==> config.mk <==
export PLATFORM = sky130hd
export DESIGN_NAME = bpsk_tx_scheduler
export DESIGN_NICKNAME = d
export VERILOG_FILES = /design/src/rtl/bpsk_tx_scheduler.sv
export SDC_FILE = /design/constraint.sdc
export NUM_CORES = 1
export LEC_CHECK = 0
export CELL_PAD_IN_SITES_DETAIL_PLACEMENT = 0
export CELL_PAD_IN_SITES_GLOBAL_PLACEMENT = 2
export CORE_MARGIN = 1
export CORE_UTILIZATION = 27
export CTS_BUF_LIST = sky130_fd_sc_hd__clkbuf_16
export DETAILED_ROUTE_END_ITERATION = 16
export MAX_ROUTING_LAYER = met4
export PLACE_DENSITY_LB_ADDON = 0.15
export SKIP_LAST_GASP = 1
export SLEW_MARGIN = 20
export SYNTH_ARGS = -nofsm -noshare
export SYNTH_HDL_FRONTEND = slang
export SYNTH_SLANG_ARGS = --single-unit
==> constraint.sdc <==
create_clock -name clock -period 7.2 [get_ports clock]
set_input_delay 1.08 -clock clock [delete_from_list [all_inputs] [get_ports clock]]
set_output_delay 1.08 -clock clock [all_outputs]
set_load 0.01 [all_outputs]
==> src/rtl/bpsk_tx_scheduler.sv <==
// bpsk_tx_scheduler: round-robin arbiter and bit framer for the BPSK modulator.
// Each accepted packet goes out as an alternating preamble, the sync word, then
// the payload MSB first, followed by a silent gap with the carrier gated off.
module bpsk_tx_scheduler #(
  parameter int         PACKET_SIZE   = 184,
  parameter int         PREAMBLE_BITS = 16,
  parameter logic [7:0] SYNC_WORD     = 8'hD3,
  parameter int         GAP_BITS      = 8
) (
  input  logic                   clock,
  input  logic                   reset,
  input  logic                   bit_strobe,
  input  logic                   req0,
  input  logic [PACKET_SIZE-1:0] data0,
  input  logic                   req1,
  input  logic [PACKET_SIZE-1:0] data1,
  output logic                   grant0,
  output logic                   grant1,
  output logic                   tx_bit,
  output logic                   tx_active,
  output logic                   busy,
  output logic                   done,
  output logic                   src
);

  localparam int MAX_A = (PREAMBLE_BITS > 8) ? PREAMBLE_BITS : 8;
  localparam int MAX_B = (PACKET_SIZE > GAP_BITS) ? PACKET_SIZE : GAP_BITS;
  localparam int MAX_N = (MAX_A > MAX_B) ? MAX_A : MAX_B;
  localparam int CNT_W = $clog2(MAX_N + 1);

  localparam logic [CNT_W-1:0] PRE_LAST  = CNT_W'(PREAMBLE_BITS - 1);
  localparam logic [CNT_W-1:0] SYNC_LAST = CNT_W'(7);
  localparam logic [CNT_W-1:0] PAY_LAST  = CNT_W'(PACKET_SIZE - 1);
  localparam logic [CNT_W-1:0] GAP_LAST  = CNT_W'(GAP_BITS - 1);

  typedef enum logic [2:0] {
    S_IDLE,
    S_PREAMBLE,
    S_SYNC,
    S_PAYLOAD,
    S_GAP
  } state_t;

  state_t                 state_q;
  logic [CNT_W-1:0]       cnt_q;
  logic [PACKET_SIZE-1:0] shift_q;
  logic                   last_q;
  logic                   grant0_q, grant1_q, done_q, src_q;
  logic                   tx_bit_q, tx_active_q, busy_q;

  logic                   win_d;
  logic                   any_req_d;
  logic [2:0]             sync_idx_d;
  logic                   load_d;
  logic                   shift_d;

  // Arbitration and datapath enables derived from the current state
  always_comb begin
    any_req_d  = req0 | req1;
    win_d      = (req0 && req1) ? ~last_q : req1;
    sync_idx_d = 3'd6 - cnt_q[2:0];
    load_d     = (state_q == S_IDLE) && any_req_d;
    shift_d    = (state_q == S_PAYLOAD) && bit_strobe;
  end

  // Payload shift register: captured at grant, shifted left once per payload bit
  always_ff @(posedge clock) begin
    if (load_d) begin
      shift_q <= win_d ? data1 : data0;
    end else if (shift_d) begin
      shift_q <= {shift_q[PACKET_SIZE-2:0], 1'b0};
    end
  end

  // Frame sequencer with registered outputs; bits advance only on bit_strobe
  always_ff @(posedge clock) begin
    if (reset) begin
      state_q     <= S_IDLE;
      cnt_q       <= '0;
      last_q      <= 1'b1;
      grant0_q    <= 1'b0;
      grant1_q    <= 1'b0;
      done_q      <= 1'b0;
      src_q       <= 1'b0;
      tx_bit_q    <= 1'b0;
      tx_active_q <= 1'b0;
      busy_q      <= 1'b0;
    end else begin
      grant0_q <= 1'b0;
      grant1_q <= 1'b0;
      done_q   <= 1'b0;
      case (state_q)
        S_IDLE: begin
          if (any_req_d) begin
            src_q       <= win_d;
            last_q      <= win_d;
            grant0_q    <= ~win_d;
            grant1_q    <= win_d;
            tx_bit_q    <= 1'b1;
            tx_active_q <= 1'b1;
            busy_q      <= 1'b1;
            cnt_q       <= '0;
            state_q     <= S_PREAMBLE;
          end
        end
        S_PREAMBLE: begin
          if (bit_strobe) begin
            if (cnt_q == PRE_LAST) begin
              tx_bit_q <= SYNC_WORD[7];
              cnt_q    <= '0;
              state_q  <= S_SYNC;
            end else begin
              // next bit index is cnt+1: even indices carry 1
              tx_bit_q <= cnt_q[0];
              cnt_q    <= cnt_q + 1'b1;
            end
          end
        end
        S_SYNC: begin
          if (bit_strobe) begin
            if (cnt_q == SYNC_LAST) begin
              tx_bit_q <= shift_q[PACKET_SIZE-1];
              cnt_q    <= '0;
              state_q  <= S_PAYLOAD;
            end else begin
              tx_bit_q <= SYNC_WORD[sync_idx_d];
              cnt_q    <= cnt_q + 1'b1;
            end
          end
        end
        S_PAYLOAD: begin
          if (bit_strobe) begin
            if (cnt_q == PAY_LAST) begin
              tx_bit_q    <= 1'b0;
              tx_active_q <= 1'b0;
              cnt_q       <= '0;
              state_q     <= S_GAP;
            end else begin
              tx_bit_q <= shift_q[PACKET_SIZE-2];
              cnt_q    <= cnt_q + 1'b1;
            end
          end
        end
        S_GAP: begin
          if (bit_strobe) begin
            if (cnt_q == GAP_LAST) begin
              busy_q  <= 1'b0;
              done_q  <= 1'b1;
              cnt_q   <= '0;
              state_q <= S_IDLE;
            end else begin
              cnt_q <= cnt_q + 1'b1;
            end
          end
        end
        default: begin
          state_q <= S_IDLE;
        end
      endcase
    end
  end

  assign grant0    = grant0_q;
  assign grant1    = grant1_q;
  assign tx_bit    = tx_bit_q;
  assign tx_active = tx_active_q;
  assign busy      = busy_q;
  assign done      = done_q;
  assign src       = src_q;

endmodule

==> flow_metrics.env <==
export IMPL_synth_async_reset_ratio_pct=0
export IMPL_synth_fp_nets=1305
export IMPL_dieArea_um2=38890
export IMPL_crit_path_max_fanout=55
export IMPL_timing_critical_path_mode_cell="buf_4"
export IMPL_dr_first_iter_drc_count=392
export IMPL_whs_ns=0.4798
export IMPL_ys_ff_latch=203
export IMPL_die_y_um=197.2
export IMPL_root_buffer="clkbuf_16"
export IMPL_start_kind="input port"
export IMPL_cts_buffers=25
export IMPL_wl_um=29490
export IMPL_drtAntennaViolNets=0
export IMPL_viasPerCell=4.479
export IMPL_dpl_hpwl_um=21360
export IMPL_fin_setup_tns_ns=0
export IMPL_start_util_pct=27.38
export IMPL_grt_max_degree=226
export IMPL_fin_skew_ns=0.007446
export IMPL_antenna_found_initial=5
export IMPL_min_period_ns=3.220
export IMPL_io_buffers=379
export IMPL_finalPower_mw=5.176
export IMPL_htreeDepth=1
export IMPL_drc_errors=0
export IMPL_tightest_slew_ns=1.027
export IMPL_postCtsSetupRepairBufs=0
export IMPL_rows=71
export IMPL_yosys_warnings=0
export IMPL_cts_tree="built"
export IMPL_dp_slack_ns=3.440
export IMPL_worstPathArrival_ns=3.45
export IMPL_rsz0062_at_grt="no"
export IMPL_clk_pin_slew_ns=0.06
export IMPL_p_per_area_nw_per_um2=337.0
export IMPL_crit_path_top_delay_cell="buf_4"
export IMPL_yosysTopAreaCell="edfxtp_1"
export IMPL_drt_pass1_iterations=5
export IMPL_fin_area_um2=15360
export IMPL_timing_fmax_mhz=310.6
export IMPL_holdBufCountCts=0
export IMPL_syn_inst=930
export IMPL_slowest_delay_ns=0.78
export IMPL_synth_edf_count=184
export IMPL_cts_sinks=203
export IMPL_vias=8093
export IMPL_area_growth_synth_to_final_pct=49.31
export IMPL_min_path_type="flop to flop"
export IMPL_setup_viol=0
export IMPL_period_share_pct=44.72
export IMPL_peakVddDrop_uv=253.7
export IMPL_grt_pass1_vias=8151
export IMPL_synth_area_um2=10290
export IMPL_avgSynthCellArea_um2=11.06
export IMPL_wl_per_cell_um=16.32
export IMPL_status="finished, final reports clean"
export IMPL_ys_seq_area_share_pct=57.41
export IMPL_yosys_most_used_dff="edfxtp_1"
export IMPL_slew_headroom_pct=31.52
export IMPL_yosys_top_cells_area="edfxtp_1 (54%), mux2i_1 (18%), o21ai_0 (9.2%)"
export IMPL_pin_count=380
export IMPL_clk_latency_ns=0.52
export IMPL_worst_setup_path_end_kind="flop"
export IMPL_grt_first_pass_wirelength_um=44410
export IMPL_ys_types=44
export IMPL_crit_type="input port to flop"
export IMPL_p_leak_nw=5.552
export IMPL_finalHoldViolations=0
export IMPL_die_w_um=197.2
export IMPL_grt_use_total_pct=15.03
export IMPL_grt_ovfl_total=0
export IMPL_ctsResizeCount=0
export IMPL_layout_drive_gt1_share_pct=4.105
export IMPL_crit_chain="clkdlybuf4s50_1 -> a21boi_4 -> buf_4 -> buf_4 -> mux2i_1 -> o21ai_0"
export IMPL_slew_viol_final=0
export IMPL_critical_path_required_ns=7.43
export IMPL_layout_setup_ws_ns=3.980
export IMPL_core_um2=37580
export IMPL_maxCapViolations=0
export IMPL_dpl_cell_area_um2=14570
export IMPL_cts_buffer_depth=3
export IMPL_synth_top_area_share_pct=53.71
export IMPL_gp_congestion=0.7311
export IMPL_final_nets=1650
==> through the flow <==
step                util [%]  std cells
CTS                    40.84       1802
floorplan                  -        930
finish                 40.88       1807
global placement       38.76       1759
detailed placement     38.76       1759
global route           40.88       1807
==> critical path, delay by kind of cell <==
family	cells	cell delay, ns
compound gates	2	0.31
buf+inv	3	1.68
mux	1	0.28
==> sequential cells by signal, indices dropped and copies added, names as in the netlist <==
signal and count:
busy 1, cnt_q 8, done 1, grant0 1, grant1 1, last_q 1
shift_q 184, src 1, state_q 3, tx_active 1, tx_bit 1
==> per-layer routing <==
metal	global-route usage, %	part of all wire [%]	vias to the layer above
li1	-	-	4122
met1	18.64	43	3689
met2	24.43	48	240
met3	3.739	7.2	42
met4	3.732	1.8	0
met5	-	0	-
==> layout by cell type (no fill, tap or decap), types with 9 or more instances in the layout <==
| cell type | n |
|---|---|
| nand3_1 | 11 |
| clkbuf_16 | 25 |
| inv_1 | 9 |
| mux2i_1 | 184 |
| nor2_1 | 11 |
| o21ai_0 | 189 |
| nand2_1 | 195 |
| edfxtp_1 | 184 |
| dfxtp_1 | 19 |
| clkdlybuf4s50_1 | 379 |
==> final cells by class <==
class	count	area, µm²
Sequential cell	203	5906
Clock inverter	18	155.1
Antenna cell	5	12.51
Fill cell	3789	22220
Timing Repair Buffer	389	3894
Multi-Input combinational cell	651	4109
Clock buffer	25	625.6
Inverter	5	18.77
Tap cell	511	639.4
==> logic make-up (layout without fill, tap and decap cells) <==
group / after synthesis / in the layout / synth area share, %
and+or+nand+nor: 245 / 245 / 9.937
AOI/OAI and AO/OA: 217 / 217 / 11.35
DFF: 203 / 203 / 57.41
muxes: 185 / 185 / 18.01
buffers and inverters: 76 / 437 / 2.870
adders and majority gates: 3 / 3 / 0.3405
xor gates and xnor gates: 1 / 1 / 0.08515
other: 0 / 5 / 0
==> cell usage after synthesis, types with 3 or more instances <==
library cell,instances
nand2_1,196
o21ai_0,189
edfxtp_1,184
mux2i_1,184
clkbuf_1,60
dfxtp_1,19
nand3_1,11
nor2_1,11
a21oi_1,8
buf_1,8
or4_1,7
a31oi_1,6
inv_1,5
nor3_1,3
nor4_1,3
or3_1,3
==> final timing paths <==
path / start / end / slack (ns) / depth (start not counted)
worst max-delay path: req1 / shift_q[63] / 3.98 / 6
worst min-delay path: src / src / 0.48 / 2
worst max register to register: state_q[0] / shift_q[58] / 4.64 / 3
worst min register to register: src / src / 0.48 / 2
==> where the power goes <==
group	internal (mW)	total, mW	switching, mW
Combinational	0.605	1.58	0.975
Clock	0.731	1.22	0.493
Sequential	2.20	2.37	0.176
Total	3.53	5.18	1.64
No activity file was read; power rests on OpenSTA's default activity.
